## config.mk

```make
export PLATFORM = sky130hd
export DESIGN_NAME = unified_mem_arbiter_flat
export DESIGN_NICKNAME = d
export VERILOG_FILES = /design/src/rtl/unified_mem_arbiter_if.sv /design/src/rtl/unified_mem_arbiter.sv /design/src/flat_wrapper.sv
export SDC_FILE = /design/constraint.sdc
export NUM_CORES = 1
export LEC_CHECK = 0
export CORE_ASPECT_RATIO = 1.4
export CORE_MARGIN = 2
export CORE_UTILIZATION = 40
export CTS_BUF_LIST = sky130_fd_sc_hd__clkbuf_8
export CTS_CLUSTER_SIZE = 10
export DETAILED_ROUTE_END_ITERATION = 10
export PLACE_DENSITY = 0.79
export SYNTH_ARGS = -nofsm -noshare
export SYNTH_HDL_FRONTEND = slang
export SYNTH_SLANG_ARGS = --single-unit
```

## constraint.sdc

```tcl
create_clock -name sysclk -period 2.5 [get_ports sysclk]
set_clock_uncertainty 0.1 [all_clocks]
set_input_delay 0.75 -clock sysclk [delete_from_list [all_inputs] [get_ports sysclk]]
set_output_delay 0.75 -clock sysclk [all_outputs]
set_load 0.05 [all_outputs]
```

## src/rtl/unified_mem_arbiter_if.sv

```systemverilog
// Bus bundle between the processor's IM/DM ports, the arbiter and the
// unified code/data memory. The slave modport is the arbiter's view; the
// master modport is the processor+memory side.
interface unified_mem_arbiter_if #(
  parameter int ADDR_W = 7,
  parameter int DATA_W = 32
);
  logic              im_req;
  logic [ADDR_W-1:0] im_addr;
  logic [DATA_W-1:0] im_rdata;
  logic              im_ack;
  logic              dm_req;
  logic              dm_we;
  logic [ADDR_W-1:0] dm_addr;
  logic [DATA_W-1:0] dm_wdata;
  logic [DATA_W-1:0] dm_rdata;
  logic              dm_ack;
  logic              mem_en;
  logic              mem_we;
  logic [ADDR_W-1:0] mem_addr;
  logic [DATA_W-1:0] mem_din;
  logic [DATA_W-1:0] mem_dout;

  modport slave (
    input  im_req, im_addr, dm_req, dm_we, dm_addr, dm_wdata, mem_dout,
    output im_rdata, im_ack, dm_rdata, dm_ack, mem_en, mem_we, mem_addr, mem_din
  );

  modport master (
    output im_req, im_addr, dm_req, dm_we, dm_addr, dm_wdata, mem_dout,
    input  im_rdata, im_ack, dm_rdata, dm_ack, mem_en, mem_we, mem_addr, mem_din
  );
endinterface

```

## src/rtl/unified_mem_arbiter.sv

```systemverilog
// Single-port memory front end shared by instruction fetch (IM) and data (DM).
// Round-robin arbitration on conflicts, WAIT_STATES cycles of read latency.
// Optional feature: define UMA_CONFLICT_CNT_EN to add the 16-bit saturating
// conflict_cnt output.
module unified_mem_arbiter #(
  parameter int ADDR_W      = 7,
  parameter int DATA_W      = 32,
  parameter int WAIT_STATES = 1
) (
  input  logic sysclk,
  input  logic rst,
  unified_mem_arbiter_if.slave bus
`ifdef UMA_CONFLICT_CNT_EN
  ,
  output logic [15:0] conflict_cnt
`endif
);

  localparam logic [3:0] WAIT_LOAD = 4'(WAIT_STATES - 1);

  typedef enum logic [1:0] {IDLE, ACCESS, RESP} state_t;

  state_t            state, state_d;
  logic              last_im;
  logic              gnt_dm;
  logic              lat_we;
  logic [3:0]        wait_cnt;

  logic              im_v, dm_v, start, sel_dm;

  logic              mem_en_d, mem_we_d, im_ack_d, dm_ack_d;
  logic [ADDR_W-1:0] mem_addr_d;
  logic [DATA_W-1:0] mem_din_d;

  logic              mem_en_q, mem_we_q, im_ack_q, dm_ack_q;
  logic [ADDR_W-1:0] mem_addr_q;
  logic [DATA_W-1:0] mem_din_q, im_rdata_q, dm_rdata_q;

  // A port's req is ignored in its own ack cycle while the requester drops it.
  assign im_v   = bus.im_req & ~im_ack_q;
  assign dm_v   = bus.dm_req & ~dm_ack_q;
  assign start  = (state == IDLE) & (im_v | dm_v);
  // DM wins alone, or on a conflict when IM was granted last.
  assign sel_dm = dm_v & (~im_v | last_im);

  // State register.
  always_ff @(posedge sysclk or negedge rst) begin
    if (!rst) state <= IDLE;
    else      state <= state_d;
  end

  // Next-state logic.
  always_comb begin
    state_d = state;
    case (state)
      IDLE:    if (im_v | dm_v) state_d = ACCESS;
      ACCESS:  if (wait_cnt == 4'd0) state_d = RESP;
      RESP:    state_d = IDLE;
      default: state_d = IDLE;
    endcase
  end

  // Next values of the registered outputs.
  always_comb begin
    mem_en_d   = start;
    mem_we_d   = start & sel_dm & bus.dm_we;
    mem_addr_d = '0;
    mem_din_d  = '0;
    if (start) begin
      mem_addr_d = sel_dm ? bus.dm_addr : bus.im_addr;
      if (sel_dm) mem_din_d = bus.dm_wdata;
    end
    im_ack_d = (state == RESP) & ~gnt_dm;
    dm_ack_d = (state == RESP) & gnt_dm;
  end

  // Grant latch, wait counter, memory strobes, read data and acks.
  always_ff @(posedge sysclk or negedge rst) begin
    if (!rst) begin
      last_im    <= 1'b1;
      gnt_dm     <= 1'b0;
      lat_we     <= 1'b0;
      wait_cnt   <= '0;
      mem_en_q   <= 1'b0;
      mem_we_q   <= 1'b0;
      mem_addr_q <= '0;
      mem_din_q  <= '0;
      im_ack_q   <= 1'b0;
      dm_ack_q   <= 1'b0;
      im_rdata_q <= '0;
      dm_rdata_q <= '0;
    end else begin
      mem_en_q   <= mem_en_d;
      mem_we_q   <= mem_we_d;
      mem_addr_q <= mem_addr_d;
      mem_din_q  <= mem_din_d;
      im_ack_q   <= im_ack_d;
      dm_ack_q   <= dm_ack_d;
      if (start) begin
        gnt_dm   <= sel_dm;
        lat_we   <= sel_dm & bus.dm_we;
        wait_cnt <= WAIT_LOAD;
      end else if (state == ACCESS && wait_cnt != 4'd0) begin
        wait_cnt <= wait_cnt - 4'd1;
      end
      if (state == RESP) begin
        last_im <= ~gnt_dm;
        if (!lat_we) begin
          if (gnt_dm) dm_rdata_q <= bus.mem_dout;
          else        im_rdata_q <= bus.mem_dout;
        end
      end
    end
  end

  assign bus.mem_en   = mem_en_q;
  assign bus.mem_we   = mem_we_q;
  assign bus.mem_addr = mem_addr_q;
  assign bus.mem_din  = mem_din_q;
  assign bus.im_ack   = im_ack_q;
  assign bus.dm_ack   = dm_ack_q;
  assign bus.im_rdata = im_rdata_q;
  assign bus.dm_rdata = dm_rdata_q;

`ifdef UMA_CONFLICT_CNT_EN
  logic [15:0] cnt_q;

  // Count IDLE cycles where both ports have a live request; saturate.
  always_ff @(posedge sysclk or negedge rst) begin
    if (!rst) cnt_q <= '0;
    else if (state == IDLE && im_v && dm_v && cnt_q != 16'hFFFF)
      cnt_q <= cnt_q + 16'd1;
  end

  assign conflict_cnt = cnt_q;
`endif

endmodule

```

## src/flat_wrapper.sv

```systemverilog
// flat-port wrapper written by rule: the top's interface ports become plain ports
module unified_mem_arbiter_flat 
#(
  parameter int ADDR_W      = 7,
  parameter int DATA_W      = 32,
  parameter int WAIT_STATES = 1
)
  (sysclk, rst, bus_im_req, bus_im_addr, bus_dm_req, bus_dm_we, bus_dm_addr, bus_dm_wdata, bus_mem_dout, bus_im_rdata, bus_im_ack, bus_dm_rdata, bus_dm_ack, bus_mem_en, bus_mem_we, bus_mem_addr, bus_mem_din);
  unified_mem_arbiter_if #(.ADDR_W(ADDR_W), .DATA_W(DATA_W)) bus_i ();
  input  logic sysclk;
  input  logic rst;
  input wire logic [$bits(bus_i.im_req)-1:0] bus_im_req;
  input wire logic [$bits(bus_i.im_addr)-1:0] bus_im_addr;
  input wire logic [$bits(bus_i.dm_req)-1:0] bus_dm_req;
  input wire logic [$bits(bus_i.dm_we)-1:0] bus_dm_we;
  input wire logic [$bits(bus_i.dm_addr)-1:0] bus_dm_addr;
  input wire logic [$bits(bus_i.dm_wdata)-1:0] bus_dm_wdata;
  input wire logic [$bits(bus_i.mem_dout)-1:0] bus_mem_dout;
  output wire logic [$bits(bus_i.im_rdata)-1:0] bus_im_rdata;
  output wire logic [$bits(bus_i.im_ack)-1:0] bus_im_ack;
  output wire logic [$bits(bus_i.dm_rdata)-1:0] bus_dm_rdata;
  output wire logic [$bits(bus_i.dm_ack)-1:0] bus_dm_ack;
  output wire logic [$bits(bus_i.mem_en)-1:0] bus_mem_en;
  output wire logic [$bits(bus_i.mem_we)-1:0] bus_mem_we;
  output wire logic [$bits(bus_i.mem_addr)-1:0] bus_mem_addr;
  output wire logic [$bits(bus_i.mem_din)-1:0] bus_mem_din;
  assign bus_i.im_req = bus_im_req;
  assign bus_i.im_addr = bus_im_addr;
  assign bus_i.dm_req = bus_dm_req;
  assign bus_i.dm_we = bus_dm_we;
  assign bus_i.dm_addr = bus_dm_addr;
  assign bus_i.dm_wdata = bus_dm_wdata;
  assign bus_i.mem_dout = bus_mem_dout;
  assign bus_im_rdata = bus_i.im_rdata;
  assign bus_im_ack = bus_i.im_ack;
  assign bus_dm_rdata = bus_i.dm_rdata;
  assign bus_dm_ack = bus_i.dm_ack;
  assign bus_mem_en = bus_i.mem_en;
  assign bus_mem_we = bus_i.mem_we;
  assign bus_mem_addr = bus_i.mem_addr;
  assign bus_mem_din = bus_i.mem_din;
  unified_mem_arbiter #(.ADDR_W(ADDR_W), .DATA_W(DATA_W), .WAIT_STATES(WAIT_STATES)) u_core (.sysclk(sysclk), .rst(rst), .bus(bus_i));
endmodule
```

Yosys cells after proc, flatten, opt, wreduce, memory -nomap -nowiden
Index checks and enable logic that the tools add are counted.
- equality and inequality tests: 4
- reductions and logical operators: 8
- multiplexer cells: 9
- bitwise operators: 16
- add/subtract/negate cells: 1
- operators by type and width (kind ; count):
    $mux 32 ; 2
    $mux 7 ; 2
    $and 1x1->1 ; 9
    $mux 4 ; 2
    $reduce_and 3->1 ; 2
    $not 1->1 ; 5
    $logic_not 4->1 ; 1
    $mux 2 ; 2
    $pmux 2 s2 ; 1
    $reduce_bool 4->1 ; 1
    $sub 4x1->4 const B ; 1
    $eq 2x1->1 const B ; 1
    $eq 2x2->1 const B ; 1
    $logic_not 2->1 ; 1
    $ne 2x1->1 const B ; 1
    $ne 2x2->1 const B ; 1
    $or 1x1->1 ; 2
    $reduce_and 2->1 ; 1
    $reduce_bool 2->1 ; 1
    $logic_and 1x1->1 ; 1
- input port bits: 83
- output and inout port bits: 107
- logic and storage cells: 51
- bits in registers: 116

Logic depth before layout (Yosys ltp)
- word-level depth: 7
- depth in mapped cells: 6
- depth with buffers taken out: 5

Worst setup path after synthesis
Ideal clock, no wire load.
- kind: in2reg
- from: in bus_im_req
- to: reg u_core.mem_din_q[28], in the netlist u_core.bus.mem_din[28]
- setup time: 0.119 ns
- stages on the path: 6
- path buffers: 3
- slack: 0.502 ns
- required time: 2.281 ns
- arrival: 1.779 ns
- cell sequence: or3b_1 -> buf_6 -> and3_4 -> buf_6 -> buf_6 -> and2_1
- longest elaborated chain between the ends: 6
- elaborated cells between the ends (all ways): 8
- those cells by class: mux: 2; bitwise: 6
- RTL lines (what ; line ; source):
    start, declared ; flat_wrapper.sv:12 ; input wire logic [$bits(bus_i.im_req)-1:0] bus_im_req;
    $and 1x1->1 * ; unified_mem_arbiter.sv:40 ; assign im_v = bus.im_req & ~im_ack_q;
    $not 1->1 ; unified_mem_arbiter.sv:44 ; assign sel_dm = dm_v & (~im_v | last_im);
    $or 1x1->1 ; unified_mem_arbiter.sv:44 ;
    $and 1x1->1 ; unified_mem_arbiter.sv:44 ;
    $mux 32 ; unified_mem_arbiter.sv:71 ; if (sel_dm) mem_din_d = bus.dm_wdata;
    $mux 32 * ; unified_mem_arbiter.sv:69 ; if (start) begin
    net u_core.mem_din_d[28] ; unified_mem_arbiter.sv:33 ; logic [DATA_W-1:0] mem_din_d;
    end signal, assigned ; unified_mem_arbiter.sv:96 ; mem_din_q <= mem_din_d;
    end, declared ; unified_mem_arbiter.sv:37 ; logic [DATA_W-1:0] mem_din_q, im_rdata_q, dm_rdata_q;
Mark *: on every way through the listed nets, which the timed path passes. The rest lies on a longest branch.
A chain may end at the register's enable or synchronous reset.

Worst setup path after layout
- from: reg u_core.im_rdata_q[3], in the netlist u_core.bus.im_rdata[3]
- to: out bus_im_rdata[3]
- RTL lines (what ; line ; source):
    start, declared ; unified_mem_arbiter.sv:37 ;
    start signal, assigned ; unified_mem_arbiter.sv:110 ; else im_rdata_q <= bus.mem_dout;
    end, declared ; flat_wrapper.sv:19 ; output wire logic [$bits(bus_i.im_rdata)-1:0] bus_im_rdata;
No word-level cell between the ends.

==> out/results.tsv <==
stage	metric	value	unit
outcome	status	finished, final reports clean	
routing	antenna_left	0	
timing	fin_crit	2.45	ns
timing	max-slew-margin-rel	53.6	%
routing	routed_wl	10500	um
yosys	syn-num-nets	373	
timing	hold_viol	0	
yosys	syn_area_per_cell	15.1	um^2
yosys	ys_types	29	
yosys	ys.warnings.count	0	
routing	drtPass1Iterations	6	
final_layout	layout_common_cells	clkdlybuf4s50_1, dfrtp_1, mux2_2	
place	io_buffers	189	
setup_path	crit_buf_inv	1	
power_and_ir_drop	netSwitchingPower	4.42	mW
yosys	synthCells	288	
power_and_ir_drop	sw_frac_of_total	44.0	%
clocking	hold_buffers	0	
yosys	ys_seq_area_share	66.8	%
setup_path	r2r_cells	4	
setup_path	arrival	1.60	ns
floorplan	fp.dieArea	0.0117	mm^2
run	max-cap-violations	0	
power_and_ir_drop	pwr-share-clk	17.9	%
routing	viasPerCell	4.76	
routing	dr.first_iter.drc_count	100	
routing	drc	0	
clocking	clk_pin_slew_worst_paths	0.07	ns
yosys	synth_area	0.00435	mm^2
clocking	post-cts-setup-buffer-count	0	
routing	met2_length	5690	um
final_layout	final_common_cell	clkdlybuf4s50_1	
timing	whs	0.200	ns
clocking	cts_buffer_depth	2	
floorplan	die_x	92.1	um
floorplan	die_h	127	um
clocking	clock_sinks	116	
setup_path	cp.required	1.65	ns
routing	vias	3078	
floorplan	initial_utilization	40.6	%
yosys	synth_seq_cells	116	
timing	rsz0062_at_grt	no	
global_routing	grt_pass1_wl	17000	um
setup_path	worstSetupPathType	reg -> out	
global_routing	grtUsageTotal	18.8	%
routing	topRoutingLayerUsed	met4	
clocking	clk_latency	0.42	ns
final_layout	num_antenna_cells	0	
place	gp_congestion	0.813	
final_layout	nNetsFinal	577	
worst_hold_path	hp-class	in -> async	
routing	post_drt_wl_per_cell	16.2	um
power_and_ir_drop	peakVddDrop	0.610	mV
final_layout	syn_to_final_growth	58.0	%
routing	met3WireLength	692	um
clocking	clockRootBuffer	clkbuf_8	
timing	setup_tns	0	ns
power_and_ir_drop	combinationalPowerShare	52.5	%
global_routing	grt_pass1_vias	3421	
floorplan	rows	45	
place	hpwl	7720	um
timing	fmax	408	MHz
power_and_ir_drop	power_density	1460	mW/mm^2
setup_path	path_max_fanout	2	
power_and_ir_drop	p_leak	3.09	nW
clocking	cts_tree	yes	
power_and_ir_drop	power_frac_seq	29.6	%
setup_path	start_kind	flop	
setup_path	cp_slowest_cell	clkdlybuf4s50_1	
floorplan	coreArea	0.0107	mm^2
timing	finalSetupViolCount	0	
global_routing	grt-ovfl-total	0	
global_routing	grt_max_degree	37	
timing	drv_slew	0	
global_routing	antenna_found_initial	0	
routing	wl_met1	3850	um
setup_path	worstSetupEndpointType	output port	
timing	max_slew.worst_pin.slew	0.695	ns
clocking	cts_buffers	17	
power_and_ir_drop	p_int	5.63	mW
setup_path	crit_chain	clkdlybuf4s50_1	
final_layout	drive_above_1_share	23.4	%
clocking	htreeDepth	4	
floorplan	io_pins	190	
setup_path	cpPeakStageDelay	0.82	ns
timing	period_share	98.0	%
setup_path	path_depth	1	
setup_path	path_delay_family	buffers and inverters	
-- per-layer routing --
metal | vias up | global-route usage, %
met1 | 1541 | 20.2
met2 | 126 | 33.5
met5 | - | 0
li1 | 1388 | -
met3 | 23 | 6.49
met4 | 0 | 8.17
-- through the flow --
| step | power (mW) | utilization, % | worst slack (ns) | cells | instance area (um^2) |
|---|---|---|---|---|---|
| after detailed placement | 8.34 | 60.0 | 0.149 | 614 | 6420 |
| after CTS | 10.2 | 63.9 | 0.0108 | 646 | 6840 |
| after global placement | 8.22 | 60.0 | 0.185 | 614 | 6420 |
| after floorplan | 6.46 | - | 0.502 | 288 | 4350 |
| after global routing | 10.5 | 64.2 | 0.000142 | 646 | 6870 |
| final | 10.0 | 64.2 | 0.0503 | 646 | 6870 |
-- layout make-up --
type	count	area (um^2)
Clock buffer	21	289
Clock inverter	11	134
Fill cell	844	3830
Inverter	4	15.0
Multi-Input combinational cell	154	1330
Sequential cell	116	2900
Tap cell	141	176
Timing Repair Buffer	199	2020
-- worst register-to-register path: stages (launching register included) --
cell and delay (ns):
dfrtp_1 0.42, and3b_1 0.28, nor2b_4 0.15, buf_4 0.40
mux2_2 0.42
-- registers in the layout (all words and copies together), names as in the netlist, 2 cells and up --
signal               count
u_core.bus.dm_rdata     32
u_core.state             2
u_core.bus.im_rdata     32
u_core.wait_cnt          4
u_core.bus.mem_addr      7
u_core.bus.mem_din      32
-- cells by family (layout without fill, tap and decap cells) --
logic type                 count (synthesis)  count (layout)  synth area share (%)
DFF                                      116             116                  66.8
and+or+nand+nor                           62              62                  9.99
buffers and inverters                     18             235                  2.85
adders and majority gates                  2               2                 0.576
AOI/OAI and AO/OA                         26              26                  3.20
muxes                                     64              64                  16.6
-- power by group through the flow --
stage	Clock, mW	Combinational (mW)	Sequential (mW)
6_report	1.80	5.27	2.98
5_1_grt	1.94	5.47	3.07
4_1_cts	1.84	5.33	2.99
3_5_place_dp	0	5.32	3.02
3_3_place_gp	0	5.25	2.97
2_1_floorplan	0	1.07	5.40
-- Yosys cell counts (all sizes together) --
library cell	number	share of area [%]
o21ai	12	1.4
or3b	1	0.20
nor3	1	0.23
a21oi	11	1.3
nand2b	3	0.43
nand3	7	0.81
and3b	1	0.20
nor3b	2	0.35
buf	14	2.5
and3	1	0.26
a22o	1	0.20
ha	2	0.58
nor2	3	0.26
mux2	64	17
nand3b	1	0.17
or4	1	0.17
nor2b	2	0.29
inv	4	0.35
and2b	1	0.17
nand2	1	0.086
or3	4	0.58
dfrtp	115	66
dfstp	1	0.60
a21o	2	0.35
and2	33	5.8
-- final timing paths --
path | slack (ns) | from | end
setup / recovery | 0.05 | u_core.bus.im_rdata[3] | bus_im_rdata[3]
min in group sysclk | 0.39 | u_core.bus.dm_rdata[14] | u_core.bus.dm_rdata[14]
setup reg to reg | 0.60 | u_core.state[0] | u_core.bus.dm_rdata[0]
hold / removal | 0.20 | rst | u_core.bus.dm_rdata[10]
hold reg to reg | 0.39 | u_core.bus.dm_rdata[14] | u_core.bus.dm_rdata[14]
max in group asynchronous | 1.46 | rst | u_core.bus.mem_din[19]
-- timing repair --
action / CTS / global route
endpoints found under the setup margin: 1 / 11
pin swaps: 0 / 0
gates resized for setup: 1 / 11
(Power assumes the default switching activity.)
